===== config.mk =====
export PLATFORM = sky130hd
export DESIGN_NAME = block_regfile_ctrl
export DESIGN_NICKNAME = d
export VERILOG_FILES = /design/src/rtl/block_regfile_ctrl.sv
export SDC_FILE = /design/constraint.sdc
export NUM_CORES = 1
export LEC_CHECK = 0
export ABC_AREA = 1
export CORE_MARGIN = 2
export CORE_UTILIZATION = 49
export CTS_CLUSTER_SIZE = 14
export DETAILED_ROUTE_END_ITERATION = 10
export GPL_ROUTABILITY_DRIVEN = 0
export PLACE_DENSITY = 0.84
export RECOVER_POWER = 100
export SYNTH_ARGS = -nofsm -noshare
export SYNTH_HDL_FRONTEND = slang
export SYNTH_SLANG_ARGS = --single-unit

===== constraint.sdc =====
create_clock -name clk -period 2.1 [get_ports clk]
set_input_delay 0.21 -clock clk [delete_from_list [all_inputs] [get_ports clk]]
set_output_delay 0.21 -clock clk [all_outputs]
set_load 0.01 [all_outputs]

===== src/rtl/block_regfile_ctrl.sv =====
// Write sequencer and commit scheduler placed in front of block_regfile.
// Optional commit-sweep timeout is enabled with `define REGFILE_CTRL_SYNC_TIMEOUT_EN.
module block_regfile_ctrl #(
    parameter int data_width   = 16,
    parameter int n_blocks     = 256,
    parameter int fifo_depth   = 4,
    parameter int sync_timeout = 1024
) (
    input  logic                            clk,
    input  logic                            reset_n,
    input  logic [$clog2(n_blocks)-1:0]     n_active_blocks,
    input  logic                            req_valid,
    output logic                            req_ready,
    input  logic [$clog2(n_blocks)-1:0]     req_addr,
    input  logic                            req_select,
    input  logic [data_width-1:0]           req_value,
    input  logic                            commit_req,
    output logic                            commit_busy,
    output logic                            commit_done,
    output logic                            commit_error,
    output logic                            write_done,
    output logic [$clog2(n_blocks)-1:0]     rf_write_addr,
    output logic [data_width-1:0]           rf_write_value,
    output logic                            rf_write_select,
    output logic                            rf_write_enable,
    output logic                            rf_sync,
    input  logic                            rf_read_valid,
    input  logic                            rf_syncing,
    output logic [$clog2(fifo_depth):0]     fifo_count
);

    localparam int AW = $clog2(n_blocks);
    localparam int PW = $clog2(fifo_depth);
    localparam int CW = PW + 1;
    localparam int EW = AW + 1 + data_width;

    if (fifo_depth < 2 || (fifo_depth & (fifo_depth - 1)) != 0 || sync_timeout < 1) begin : g_param_check
        $error("block_regfile_ctrl: fifo_depth must be a power of two >= 2 and sync_timeout >= 1");
    end

    typedef enum logic [2:0] {
        S_IDLE,
        S_WRITE,
        S_SETTLE1,
        S_SETTLE2,
        S_SYNC,
        S_SYNC_START,
        S_SYNC_RUN
    } state_t;

    state_t        state;
    logic [EW-1:0] fifo_mem [fifo_depth];
    logic [PW-1:0] wr_ptr;
    logic [PW-1:0] rd_ptr;
    logic [CW-1:0] count_next;
    logic          push;
    logic          pop;
    logic          fifo_empty;
    logic          commit_accept;
    logic          go_sync;
    logic          finish_now;
    logic          timeout_hit;
    logic          pending_next;

    always_comb begin
        push          = req_valid && req_ready;
        fifo_empty    = (fifo_count == '0);
        pop           = (state == S_IDLE) && !fifo_empty && rf_read_valid && !rf_syncing;
        commit_accept = commit_req && !commit_busy;
        // A write pushed this edge must drain before the commit, so it blocks the sweep.
        go_sync       = (state == S_IDLE) && fifo_empty && !push && (commit_busy || commit_accept);
        finish_now    = ((state == S_SYNC) && (n_active_blocks == '0))
                      || ((state == S_SYNC_RUN) && !rf_syncing)
                      || timeout_hit;
        pending_next  = commit_accept || (commit_busy && !finish_now);

        count_next = fifo_count;
        if (push && !pop) begin
            count_next = fifo_count + CW'(1);
        end else if (!push && pop) begin
            count_next = fifo_count - CW'(1);
        end
    end

    always_ff @(posedge clk or negedge reset_n) begin
        if (!reset_n) begin
            fifo_count  <= '0;
            wr_ptr      <= '0;
            rd_ptr      <= '0;
            commit_busy <= 1'b0;
            req_ready   <= 1'b0;
        end else begin
            fifo_count  <= count_next;
            commit_busy <= pending_next;
            req_ready   <= (count_next != CW'(fifo_depth)) && !pending_next;
            if (push) begin
                wr_ptr <= wr_ptr + PW'(1);
            end
            if (pop) begin
                rd_ptr <= rd_ptr + PW'(1);
            end
        end
    end

    // Storage holds data only; occupancy and pointers define validity.
    always_ff @(posedge clk) begin
        if (push) begin
            fifo_mem[wr_ptr] <= {req_addr, req_select, req_value};
        end
    end

    always_ff @(posedge clk or negedge reset_n) begin
        if (!reset_n) begin
            state           <= S_IDLE;
            rf_write_addr   <= '0;
            rf_write_select <= 1'b0;
            rf_write_value  <= '0;
            rf_write_enable <= 1'b0;
            rf_sync         <= 1'b0;
            write_done      <= 1'b0;
            commit_done     <= 1'b0;
        end else begin
            rf_write_enable <= 1'b0;
            rf_sync         <= 1'b0;
            write_done      <= 1'b0;
            commit_done     <= 1'b0;
            case (state)
                S_IDLE: begin
                    if (pop) begin
                        state           <= S_WRITE;
                        rf_write_enable <= 1'b1;
                        {rf_write_addr, rf_write_select, rf_write_value} <= fifo_mem[rd_ptr];
                    end else if (go_sync) begin
                        state <= S_SYNC;
                    end
                end
                S_WRITE: begin
                    state <= S_SETTLE1;
                end
                // Two settle cycles cover the register file's read-modify-write.
                S_SETTLE1: begin
                    state      <= S_SETTLE2;
                    write_done <= 1'b1;
                end
                S_SETTLE2: begin
                    state <= S_IDLE;
                end
                S_SYNC: begin
                    if (finish_now) begin
                        commit_done <= 1'b1;
                        state       <= S_IDLE;
                    end else begin
                        rf_sync <= 1'b1;
                        state   <= S_SYNC_START;
                    end
                end
                S_SYNC_START: begin
                    if (finish_now) begin
                        commit_done <= 1'b1;
                        state       <= S_IDLE;
                    end else if (rf_syncing) begin
                        state <= S_SYNC_RUN;
                    end
                end
                S_SYNC_RUN: begin
                    if (finish_now) begin
                        commit_done <= 1'b1;
                        state       <= S_IDLE;
                    end
                end
                default: begin
                    state <= S_IDLE;
                end
            endcase
        end
    end

`ifdef REGFILE_CTRL_SYNC_TIMEOUT_EN
    localparam int TW = $clog2(sync_timeout + 1);

    logic [TW-1:0] sync_cnt;

    assign timeout_hit = ((state == S_SYNC_START) || (state == S_SYNC_RUN))
                       && !((state == S_SYNC_RUN) && !rf_syncing)
                       && (sync_cnt == TW'(sync_timeout - 1));

    always_ff @(posedge clk or negedge reset_n) begin
        if (!reset_n) begin
            sync_cnt     <= '0;
            commit_error <= 1'b0;
        end else begin
            if (state == S_SYNC) begin
                sync_cnt <= '0;
            end else if ((state == S_SYNC_START) || (state == S_SYNC_RUN)) begin
                sync_cnt <= sync_cnt + TW'(1);
            end
            if (commit_accept) begin
                commit_error <= 1'b0;
            end else if (timeout_hit) begin
                commit_error <= 1'b1;
            end
        end
    end
`else
    assign timeout_hit  = 1'b0;
    assign commit_error = 1'b0;
`endif

endmodule

# After elaboration in Yosys (flattened, before gate mapping)
# Memories as Yosys holds them, arrays and structs flattened. A register that Yosys moved wholly into a read port is not among the register bits.
# Index checks and enable logic that the tools add are counted.
# totals
register_bits	16
output_inout_bits	35
inputBits	39
ramBits	100
n_memories	1
wordCells	73
# memory_table
name	words	width	rd	rd_ports_with_merged_regs	write_ports	line	text
fifo_mem	4	25	1	1	1	52	logic [EW-1:0] fifo_mem [fifo_depth];
# op_classes
eq_ne	9
mux	18
reduce_logical	31
addsub	4
# ops
cell	count
$mux 3	8
$pmux 3 s6	1
$logic_and 1x1->1	14
$eq 3x3->1 const B	3
$mux 1	9
$ne 3x3->1 const B	3
$logic_not 1->1	8
$logic_not 8->1	1
$logic_not 3->1	2
$add 2x1->2 const B	2
$add 3x1->3 const B	1
$eq 3x1->1 const B	1
$eq 3x2->1 const B	1
$logic_or 1x1->1	3
$reduce_and 3->1	1
$reduce_or 3->1	1
$sub 3x1->3 const B	1
$ne 2x2->1 const B	1
$reduce_and 2->1	1

# Logic depth before layout (Yosys ltp)
# Gate-level depths: netlist of run 1.
# depth
word_depth	10
ltp_mapped	12
mapped_depth_nobuf	12

# Worst setup path before layout of run 1
# OpenSTA, ideal clock, no wires.
# synth_path
path_type	register to register
start	register wr_ptr[0]
end	memory fifo_mem[2][0] in the netlist's numbering (enable)
n_path_buf	0
synth_period_minus_slack_ns	2.139
stages_incl_launch_ff	5
setup_ns	0.407
t_required_ns	1.693
slack_ns	-0.039
arrival_time_ns	1.732
cell_sequence	dfrtp_1 > inv_1 > ha_1 > inv_1 > nor2_1
# synth_lines
item	line	text
start, declared	53	logic [PW-1:0] wr_ptr;
start signal, assigned	97	wr_ptr <= wr_ptr + PW'(1);
end, declared	52	
# Straight into the memory's write port.

# Final worst setup path of run 1
# layout_path
start	register wr_ptr[0]
end	memory fifo_mem[0][20] in the netlist's numbering (enable)
# Straight into the memory's write port.

==> qor.csv, run 1 <==
metric,value,unit
grt_max_degree,52,
synth-seq-cells,141,
timing.final.ws_setup,0.289,ns
grt_setup_unrepaired,false,
die_area,0.0122,sq mm
netlist.area_leader.share,54.0,%
path_delay_family,buffers and inverters,
peakVddDrop,604,uV
r2r_slack,0.29,ns
synth_flop_cell,edfxtp_1,
cts.reportedPaths.clkPinSlew,0.06,ns
routedWlPerCell,17.0,um
rr_endpoint,fifo_mem[0][20],
relSlewSlack,21.4,%
crit_fanout,25,
tritoncts,done,
worst_hold_path_type,input port to async pin,
area_growth,26.6,%
initial_core_util,50.7,%
cp_common_cell,inv_1,
startpoint_type,register,
setup_viol_count_final,0,
ios,74,
report.final.slew_viol_count,0,
tightest_slew,1.18,ns
holdWs,0.112,ns
power.density,1350,mW/mm^2
coreArea,0.0110,sq mm
via_per_inst,5.42,
synth_warnings,0,
rows,38,
die_w,111,um
crit_cells,5,
leakage,2.82,nW
gr-total-overflow,0,
antenna_found_initial,0,
hold_violations,0,
root_buffer,clkbuf_16,
reg2reg_from,wr_ptr[0],
cp-startpoint,wr_ptr[0],
fin_total_pwr,9.51,mW
max-clock-path-buffers,2,
htreeDepth,4,
hpwl,7.13,mm
grt_pass1_vias,3819,
arrival,1.85,ns
drv_cap,0,
wl,11.9,mm
yosysTopAreaCell,edfxtp_1,
post-place-ws,0.361,ns
path_cells,"inv_1, ha_1, inv_1, nor2_2, clkbuf_2",
numCtsBuffers,17,
synth_edf_count,100,
initialDrtViolationCount,262,
critPathCapture,fifo_mem[0][20],
critPathKind,register to register,
post-route-min-period,1.81,ns
finClkSkew,0.00498,ns
ant_nets,0,
die-height,111,um
synth_nets,508,
required,2.14,ns
period_share,86.2,%
n_antenna_cell,0,
slowest_stage,clkbuf_2,
nets,594,
gr-usage-all-layers,20.2,%
yosysUniqueCellTypes,28,
cts-resized-gates,0,
worst-r2r-cell-count,5,
synth.area.top_cells,"edfxtp_1, dfrtp_1, nand2_1, nor2_1, o21ai_0",
io_buffers,72,
status,"complete, no violations",
slowest_delay,0.61,ns
critical_path_buf_inv_count,3,
syn_area,0.00556,sq mm
cts_hold_buffers,1,
cts_setup_buffers,0,
end_kind,register,
fmax,0.552,GHz
ys_seq_area_share,72.4,%
synthCells,462,
setup_tns,0,ns
clkSinkCount,141,
grt_pass1_wl,19.1,mm
clk_latency,0.41,ns
layout-drive-gt1-share,9.80,%
first_pass_iters,4,
avgSynthCellArea,12.0,sq um
drc_errors,0,
via_count,3798,
postSynth.asyncResetShare,29.1,%
final_util,64.2,%
-- per-stage QoR --
| step | cell area (sq um) | cells |
|---|---|---|
| 2_1_floorplan | 5570 | 462 |
| 3_3_place_gp | 6500 | 668 |
| 3_5_place_dp | 6500 | 668 |
| 4_1_cts | 7140 | 701 |
| 5_1_grt | 7050 | 701 |
| 6_report | 7050 | 701 |
-- cell type report --
class | count | area (sq um)
clock buffer | 20 | 457
clock inverter | 12 | 168
fill | 789 | 3940
inverter | 20 | 75.1
multi-input combinational | 280 | 1330
sequential | 141 | 4030
tap | 140 | 175
timing repair buffer | 88 | 811
-- how the worst min path moves through the flow --
stage	startpoint	endpoint	slack [ns]
2_1_floorplan	reset_n	commit_busy	-0.09
3_3_place_gp	reset_n	commit_done	0.001
3_5_place_dp	reset_n	commit_done	0.004
4_1_cts	reset_n	commit_done	0.1
5_1_grt	reset_n	commit_done	0.12
6_report	reset_n	commit_done	0.11
-- layout by cell type, fill, tap and decap left out, types with 12 or more instances in the layout --
cell type	synthesis	layout
edfxtp_1	100	100
inv_1	17	17
nand2_1	96	97
clkdlybuf4s50_1	0	12
o21ai_0	48	48
nor2_1	67	66
dlygate4sd3_1	0	60
clkbuf_16	0	17
dfrtp_1	41	41
o22ai_1	25	26
-- routing by layer --
layer	part of all wire [%]	up-vias	GRT usage (%)	wire length [um]
li1	-	1773	-	-
met4	1.9	0	8.75	229
met5	0	-	0	0
met3	7.5	23	5.05	893
met1	39	1830	24.8	4590
met2	52	172	34.2	6200
-- cells in the mapped netlist, types with 5 or more instances --
cell      instances
nand3_1           8
edfxtp_1        100
ha_1              7
clkbuf_1         12
nor2_1           67
buf_2             5
inv_1            17
dfrtp_1          41
nand2_1          96
o22ai_1          25
o21ai_1           6
o21ai_0          48
-- state kept, by name, indices dropped and copies added (netlist names) --
signal	cells
rf_write_value	16
rd_ptr	2
commit_done	1
fifo_mem	100
commit_busy	1
state	3
write_done	1
rf_write_addr	8
rf_sync	1
rf_write_select	1
req_ready	1
wr_ptr	2
rf_write_enable	1
fifo_count	3
-- kinds of logic (layout without fill, tap and decap cells) --
group                      Yosys count  count (layout)  share of synthesized area [%]
other                                1               1                         0.0674
buffers and inverters               41             140                           3.35
xor gates and xnor gates             3               3                          0.472
AOI/OAI and AO/OA                   84              84                           8.37
adders and majority gates            7               7                           1.57
DFF                                141             141                           72.4
and+or+nand+nor                    185             185                           13.8
-- worst register-to-register path: stages, from the launching register on --
cell and delay, ns:
dfrtp_1 0.40, inv_1 0.12, ha_1 0.15, inv_1 0.05, nor2_2 0.09, clkbuf_2 0.61
-- where the power goes --
part / internal (mW) / total, mW / leakage, nW / switching (mW)
sequential: 3.40 / 3.64 / 1.41 / 0.239
combinational: 1.07 / 2.73 / 1.10 / 1.66
clock: 2.04 / 3.15 / 0.304 / 1.11
total: 6.51 / 9.51 / 2.82 / 3.00
(Power assumes the default switching activity.)
==> run 2: changes to the inputs <==
--- a/config.mk
+++ b/config.mk
@@ -6,7 +6,6 @@
 export NUM_CORES = 1
 export LEC_CHECK = 0
 export ABC_AREA = 1
-export CORE_MARGIN = 2
 export CORE_UTILIZATION = 49
 export CTS_CLUSTER_SIZE = 14
 export DETAILED_ROUTE_END_ITERATION = 10
==> run 2 against run 1 <==
Net effect: total power decreased by 3.1%; non-clock buffer count is 3 higher; critical path depth unchanged; via count rose by 1.1%; cell count up 0.43%; maximum frequency fell by 2.7%; register-to-register slack got worse by 0.05 ns; wire length is 1.3% higher; hold slack better by 0.36 ns; largest cell class unchanged; largest power group unchanged.
==> qor.csv, run 2 (synthesized netlist as in run 1, its figures left out) <==
metric,value,unit,change
cp_common_cell,inv_1,,
critical_path_buf_inv_count,3,,unchanged
coreArea,0.0109,sq mm,-0.43%
first_pass_iters,7,,+3
die_w,109,um,-1.8%
final_area,0.00700,sq mm,-0.66%
placed_area,0.00650,sq mm,about the same
required,2.13,ns,about the same
via_count,3839,,+1.1%
max-clock-path-buffers,2,,unchanged
fmax,0.537,GHz,-2.7%
area_growth,25.8,%,
path_delay_family,buffers and inverters,,
hpwl,7.54,mm,+5.7%
largestRegisters,"fifo_mem x100, rf_write_value x16, rf_write_addr x8",,
grt_max_degree,52,,unchanged
tritoncts,done,,
clkSinkCount,141,,unchanged
regMostFlops,fifo_mem,,
end_kind,register,,
grt_pass1_wl,18.8,mm,-1.6%
relSlewSlack,8.64,%,-13 points
holdWs,0.475,ns,+0.363 ns
drc_errors,0,,unchanged
n_antenna_cell,0,,unchanged
via_per_inst,5.45,,+0.65%
grt_pass1_vias,3883,,+1.7%
rows,38,,unchanged
startpoint_type,register,,
report.final.slew_viol_count,0,,unchanged
status,"complete, no violations",,
peakVddDrop,650,uV,+7.7%
finClkSkew,0.00491,ns,-0.0000665 ns
crit_fanout,12,,-52%
path_cells,"inv_1, ha_1, inv_1, nor2_1, clkbuf_1",,
die_area,0.0118,sq mm,-3.6%
antenna_found_initial,0,,unchanged
tightest_slew,1.37,ns,+0.192 ns
cts.reportedPaths.clkPinSlew,0.05,ns,about the same
cts-resized-gates,0,,unchanged
wl,12.1,mm,+1.3%
routedWlPerCell,17.1,um,+0.83%
grt_setup_unrepaired,false,,
critPathKind,register to register,,
io_buffers,72,,unchanged
setup_viol_count_final,0,,unchanged
clk_latency,0.41,ns,about the same
cts_setup_buffers,0,,unchanged
ios,74,,unchanged
hold_violations,0,,unchanged
layout-drive-gt1-share,9.04,%,-0.76 points
initial_core_util,50.9,%,+0.22 points
die-height,109,um,-1.8%
slowest_delay,0.61,ns,about the same
nets,597,,+0.51%
leakage,2.80,nW,-0.78%
gr-total-overflow,0,,unchanged
fin_total_pwr,9.21,mW,-3.1%
period_share,88.6,%,+2.4 points
power.density,1320,mW/mm^2,-2.5%
slowest_stage,clkbuf_1,,
final_cell_mix,"edfxtp_1, nand2_1, nor2_1",,
drv_cap,0,,unchanged
largest_register_ffs,100,,unchanged
ant_nets,0,,unchanged
worst_hold_path_type,register to register,,
cts_hold_buffers,1,,unchanged
gr-usage-all-layers,22.0,%,+1.8 points
htreeDepth,4,,unchanged
root_buffer,clkbuf_16,,
numCtsBuffers,17,,unchanged
arrival,1.89,ns,+0.04 ns
final_common_cell,edfxtp_1,,
initialDrtViolationCount,278,,+6.1%
post-route-min-period,1.86,ns,+0.0501 ns
run 2: power breakdown:
| group | switching (mW) | internal (mW) |
|---|---|---|
| registers | 0.257 | 3.40 |
| logic | 1.68 | 1.09 |
| clock network | 1.05 | 1.73 |
| total | 2.98 | 6.22 |
run 2: final timing paths:
path	from	endpoint	slack, ns	depth (start not counted)
worst min register to register	rf_write_addr[0]	rf_write_addr[0]	0.47	2
max in group asynchronous	reset_n	req_ready	0.47	3
worst max register to register	wr_ptr[0]	fifo_mem[0][18]	0.24	5
min in group asynchronous	reset_n	rf_write_value[1]	0.64	2
worst min-delay path	rf_write_addr[0]	rf_write_addr[0]	0.47	2
worst max-delay path	wr_ptr[0]	fifo_mem[0][18]	0.24	5
run 2: layer usage:
layer	track usage (%)	wire length, um	vias to the layer above
li1	-	-	1767
met1	26.3	4660	1859
met5	0	0	-
met3	5.73	899	25
met2	37.3	6240	188
met4	10.1	256	0
run 2: layout make-up:
type	count	area, sq um
Multi-Input combinational cell	280	1340
Clock buffer	23	448
Fill cell	809	3940
Tap cell	140	175
Clock inverter	9	96.3
Timing Repair Buffer	91	842
Inverter	20	75.1
Sequential cell	141	4030
run 2: worst register-to-register path: stages (launching register included):
cell,delay [ns]
dfrtp_1,0.40
inv_1,0.13
ha_1,0.17
inv_1,0.04
nor2_1,0.14
clkbuf_1,0.61
run 2: through the flow:
step | util, % | std cells | setup TNS, ns | worst slack, ns
6_report | 64.0 | 704 | 0 | 0.239
5_1_grt | 64.0 | 704 | 0 | 0.103
4_1_cts | 64.5 | 704 | 0 | 0.308
3_5_place_dp | 59.5 | 671 | 0 | 0.291
3_3_place_gp | 59.5 | 671 | 0 | 0.356
2_1_floorplan | - | 462 | -0.206 | -0.00825
==> edit 1 (flow settings as in run 2) <==
`fifo_depth`: 4 -> 2.
--- a/src/rtl/block_regfile_ctrl.sv
+++ b/src/rtl/block_regfile_ctrl.sv
@@ -4,5 +4,5 @@
     parameter int data_width   = 16,
     parameter int n_blocks     = 256,
-    parameter int fifo_depth   = 4,
+    parameter int fifo_depth   = 2,
     parameter int sync_timeout = 1024
 ) (
Interface: changed (resized fifo_count); port bits go from 74 to 73. The function was not compared with the original's and may differ.
==> edit 1 against run 2 <==
Sequential cell count shrank 53; final area down 36%; via count decreased by 43%; power fell by 40%; global-route usage fell by 3.5 points; area after synthesis fell by 36%; routed wire length fell by 48%; die area is 35% lower; worst setup slack better by 0.13 ns; non-clock buffer count down 13; sequential share of layout area fell by 2.6 points; largest power group unchanged; highest routed layer unchanged.
==> edit 1: results (changes against run 2) <==
| Metric | Value |
|---|---|
| Status | completed (unchanged) |
| Synthesized area per cell | 13.1 µm² (was 12.0 µm²) |
| Met2 wire len | 3430 µm (was 6240 µm) |
| Final WS setup | 0.374 ns (was 0.239 ns) |
| Port Buffers | 71 (was 72) |
| Slowest-stage cell, CP | dfrtp_1 (was clkbuf_1) |
| Crit-path max cell delay | 0.38 ns (was 0.61 ns) |
| Post-DP HPWL | 4390 µm (was 7540 µm) |
| Reg2Reg Depth | 7 (was 5) |
| Distinct cells, synth | 30 (was 28) |
| Lkg Pwr | 1.73 nW (was 2.80 nW) |
| Maximum fanout along the worst path | 51 (was 12) |
| Nets | 390 (was 597) |
| Biggest regs | fifo_mem x50, rf_write_value x16, rf_write_addr x8 (was fifo_mem x100, rf_write_value x16, rf_write_addr x8) |
| EDFF count, synth | 50 (was 100) |
| Family with the most delay on the worst path | simple AND/OR/NAND/NOR gates (was buffers and inverters) |
| Syn nets | 312 (was 508) |
| Fillcell total | 529 (was 809) |
| Non-filler instance count after layout | 452 (was 704) |
| Placed cell areas | 4330 µm² (was 6500 µm²) |
| First-pass GRT wire length | 10300 µm (was 18800 µm) |
| Initial DRT Pass Iterations | 5 (was 7) |
| Clk_lat worst skew | 0.35 ns (was 0.41 ns) |
| Post-DR wirelength/cell | 14.0 µm (was 17.1 µm) |
| Synth Area in Compound Gates | 9.05% (was 8.37%) |
| Met2 usage | 31.3% (was 37.3%) |
| Hold Slack | 0.499 ns (was 0.475 ns) |
| Post-synthesis sequential area ratio | 68.8% (was 72.4%) |
| H-tree Lvls | 3 (was 4) |
| Metal3 WL | 237 µm (was 899 µm) |
[edit 1: cell types whose count changed after synthesis, sizes merged, moves of 3 or more]
cell    before  now
nand2      101   76
o21ai       54    1
o22ai       26    0
nor2        71   41
inv         20   14
clkbuf      12    2
edfxtp     100   50
ha           7    1
a31oi        0   25
dfrtp       41   38
[edit 1: power groups by stage]
stage	Clock, mW	Sequential (mW)	Combinational, mW
floorplan	0	2.59	1.17
global placement	0	2.49	2.06
detailed placement	0	2.49	2.14
CTS	1.16	2.46	2.15
global route	1.23	2.45	2.14
finish	1.15	2.41	1.95
[edit 1: final cells by class]
type                    instances  area share [%]
flip-flops and latches         88            54.9
repair buffers                 78            16.6
well taps                      96            2.69
inverters                      15            1.43
clock inverters                 3           0.952
clock buffers                  13            3.33
multi-input cells             158            20.0
diodes                          1          0.0560
==> edit 2 (flow settings as in run 2) <==
Made on the original files. Put one more register stage on the output `fifo_count`, cleared by the reset. The value now appears one clock later. The other outputs are not delayed to match.
--- a/src/rtl/block_regfile_ctrl.sv
+++ b/src/rtl/block_regfile_ctrl.sv
@@ -35,4 +35,6 @@
     localparam int EW = AW + 1 + data_width;
 
+    logic [$clog2(fifo_depth):0] fifo_count_s0;
+
     if (fifo_depth < 2 || (fifo_depth & (fifo_depth - 1)) != 0 || sync_timeout < 1) begin : g_param_check
         $error("block_regfile_ctrl: fifo_depth must be a power of two >= 2 and sync_timeout >= 1");
@@ -65,5 +67,5 @@
     always_comb begin
         push          = req_valid && req_ready;
-        fifo_empty    = (fifo_count == '0);
+        fifo_empty    = (fifo_count_s0 == '0);
         pop           = (state == S_IDLE) && !fifo_empty && rf_read_valid && !rf_syncing;
         commit_accept = commit_req && !commit_busy;
@@ -75,15 +77,15 @@
         pending_next  = commit_accept || (commit_busy && !finish_now);
 
-        count_next = fifo_count;
+        count_next = fifo_count_s0;
         if (push && !pop) begin
-            count_next = fifo_count + CW'(1);
+            count_next = fifo_count_s0 + CW'(1);
         end else if (!push && pop) begin
-            count_next = fifo_count - CW'(1);
-        end
-    end
-
-    always_ff @(posedge clk or negedge reset_n) begin
-        if (!reset_n) begin
-            fifo_count  <= '0;
+            count_next = fifo_count_s0 - CW'(1);
+        end
+    end
+
+    always_ff @(posedge clk or negedge reset_n) begin
+        if (!reset_n) begin
+            fifo_count_s0 <= '0;
             wr_ptr      <= '0;
             rd_ptr      <= '0;
@@ -91,5 +93,5 @@
             req_ready   <= 1'b0;
         end else begin
-            fifo_count  <= count_next;
+            fifo_count_s0 <= count_next;
             commit_busy <= pending_next;
             req_ready   <= (count_next != CW'(fifo_depth)) && !pending_next;
@@ -207,3 +209,11 @@
 `endif
 
+    always_ff @(posedge clk or negedge reset_n) begin
+        if (!reset_n) begin
+            fifo_count <= '0;
+        end else begin
+            fifo_count <= fifo_count_s0;
+        end
+    end
+
 endmodule
Behaviour: not the same (Yosys sat finds a counterexample within 4 cycles, from zero or initial values and one cycle with reset_n low).
==> edit 2 against run 2 <==
The run now ends with capacitance limit, slew limit left; clock power increased by 3%; power increased by 0.98%; die area increased by 1.3%; area after synthesis increased by 1.3%; final area increased by 1.1%; routed wire length about the same; synthesized cell count increased by 0.65%; sequential cell count increased by 3; combinational power decreased by 3%; worst setup slack got worse by 0.058 ns; critical path type unchanged; largest cell class unchanged.
==> edit 2: results (changes against run 2) <==
| Metric | Value |
|---|---|
| Fillcell total | 832 (was 809) |
| Drt total wl | 12100 µm (about the same) |
| CP arrival | 1.96 ns (was 1.89 ns) |
| Initial DRT Pass Iterations | 4 (was 7) |
| Lkg Pwr | 2.82 nW (was 2.80 nW) |
| Failing checks | capacitance limit, slew limit |
| Adder-Cell Fraction of Synth Area | 1.55% (was 1.57%) |
| Proportion of power drawn by flip-flops and latches | 40.4% (was 39.7%) |
| Sequential cell count | 144 (was 141) |
| Slew headroom | -1.51% (was 8.64%) |
| Sw power | 3.09 mW (was 2.98 mW) |
| Hold path cells | 0 (was 2) |
| Mapped Cells | 465 (was 462) |
| Drt first-iter violations | 252 (was 278) |
| Clkbuf count | 19 (was 23) |
| ClkCell Share | 8.12% (was 7.77%) |
| Setup Skew | 0.00677 ns (was 0.00491 ns) |
| Most area-consuming cells after synthesis | edfxtp_1, dfrtp_1, nand2_1, nor2_1, o21ai_0 (unchanged) |
| Maximum fanout along the worst path | 13 (was 12) |
| Post-DP HPWL | 7530 µm (was 7540 µm) |
| Status | finished, violations left (was completed) |
| Fraction of cell area in non-clock buffers | 11.5% (was 12.0%) |
| Max Cap Viol | 1 (was 0) |
| First-pass GRT wire length | 19300 µm (was 18800 µm) |
| VDD IR max | 0.688 mV (was 0.650 mV) |
| Crit-path max cell delay | 0.68 ns (was 0.61 ns) |
| Post-synthesis sequential area ratio | 72.8% (was 72.4%) |
| Max Slew Vio Count | 27 (was 0) |
==> edit 2: metal layers <==
layer  GRT usage, %  routed length [µm]
met1           27.5                4700
met2           37.2                6090
met5              0                   0
met3           5.92                 984
met4           9.81                 281
==> edit 2: worst max-delay path by stage <==
| stage | start | to | cells past startpoint |
|---|---|---|---|
| 3_3_place_gp | rf_syncing | req_ready$_DFF_PN0_ | 11 |
| 6_report | wr_ptr[1]$_DFFE_PN0P_ | fifo_mem[1][19]$_DFFE_PP_ | 5 |
| 4_1_cts | fifo_count_s0[0]$_DFF_PN0_ | rf_write_value[11]$_DFFE_PN0N_ | 8 |
| 5_1_grt | reset_n | fifo_count[2]$_DFF_PN0_ | 3 |
| 2_1_floorplan | wr_ptr[1]$_DFFE_PN0P_ | fifo_mem[1][0]$_DFFE_PP_ | 4 |
| 3_5_place_dp | rf_syncing | req_ready$_DFF_PN0_ | 11 |
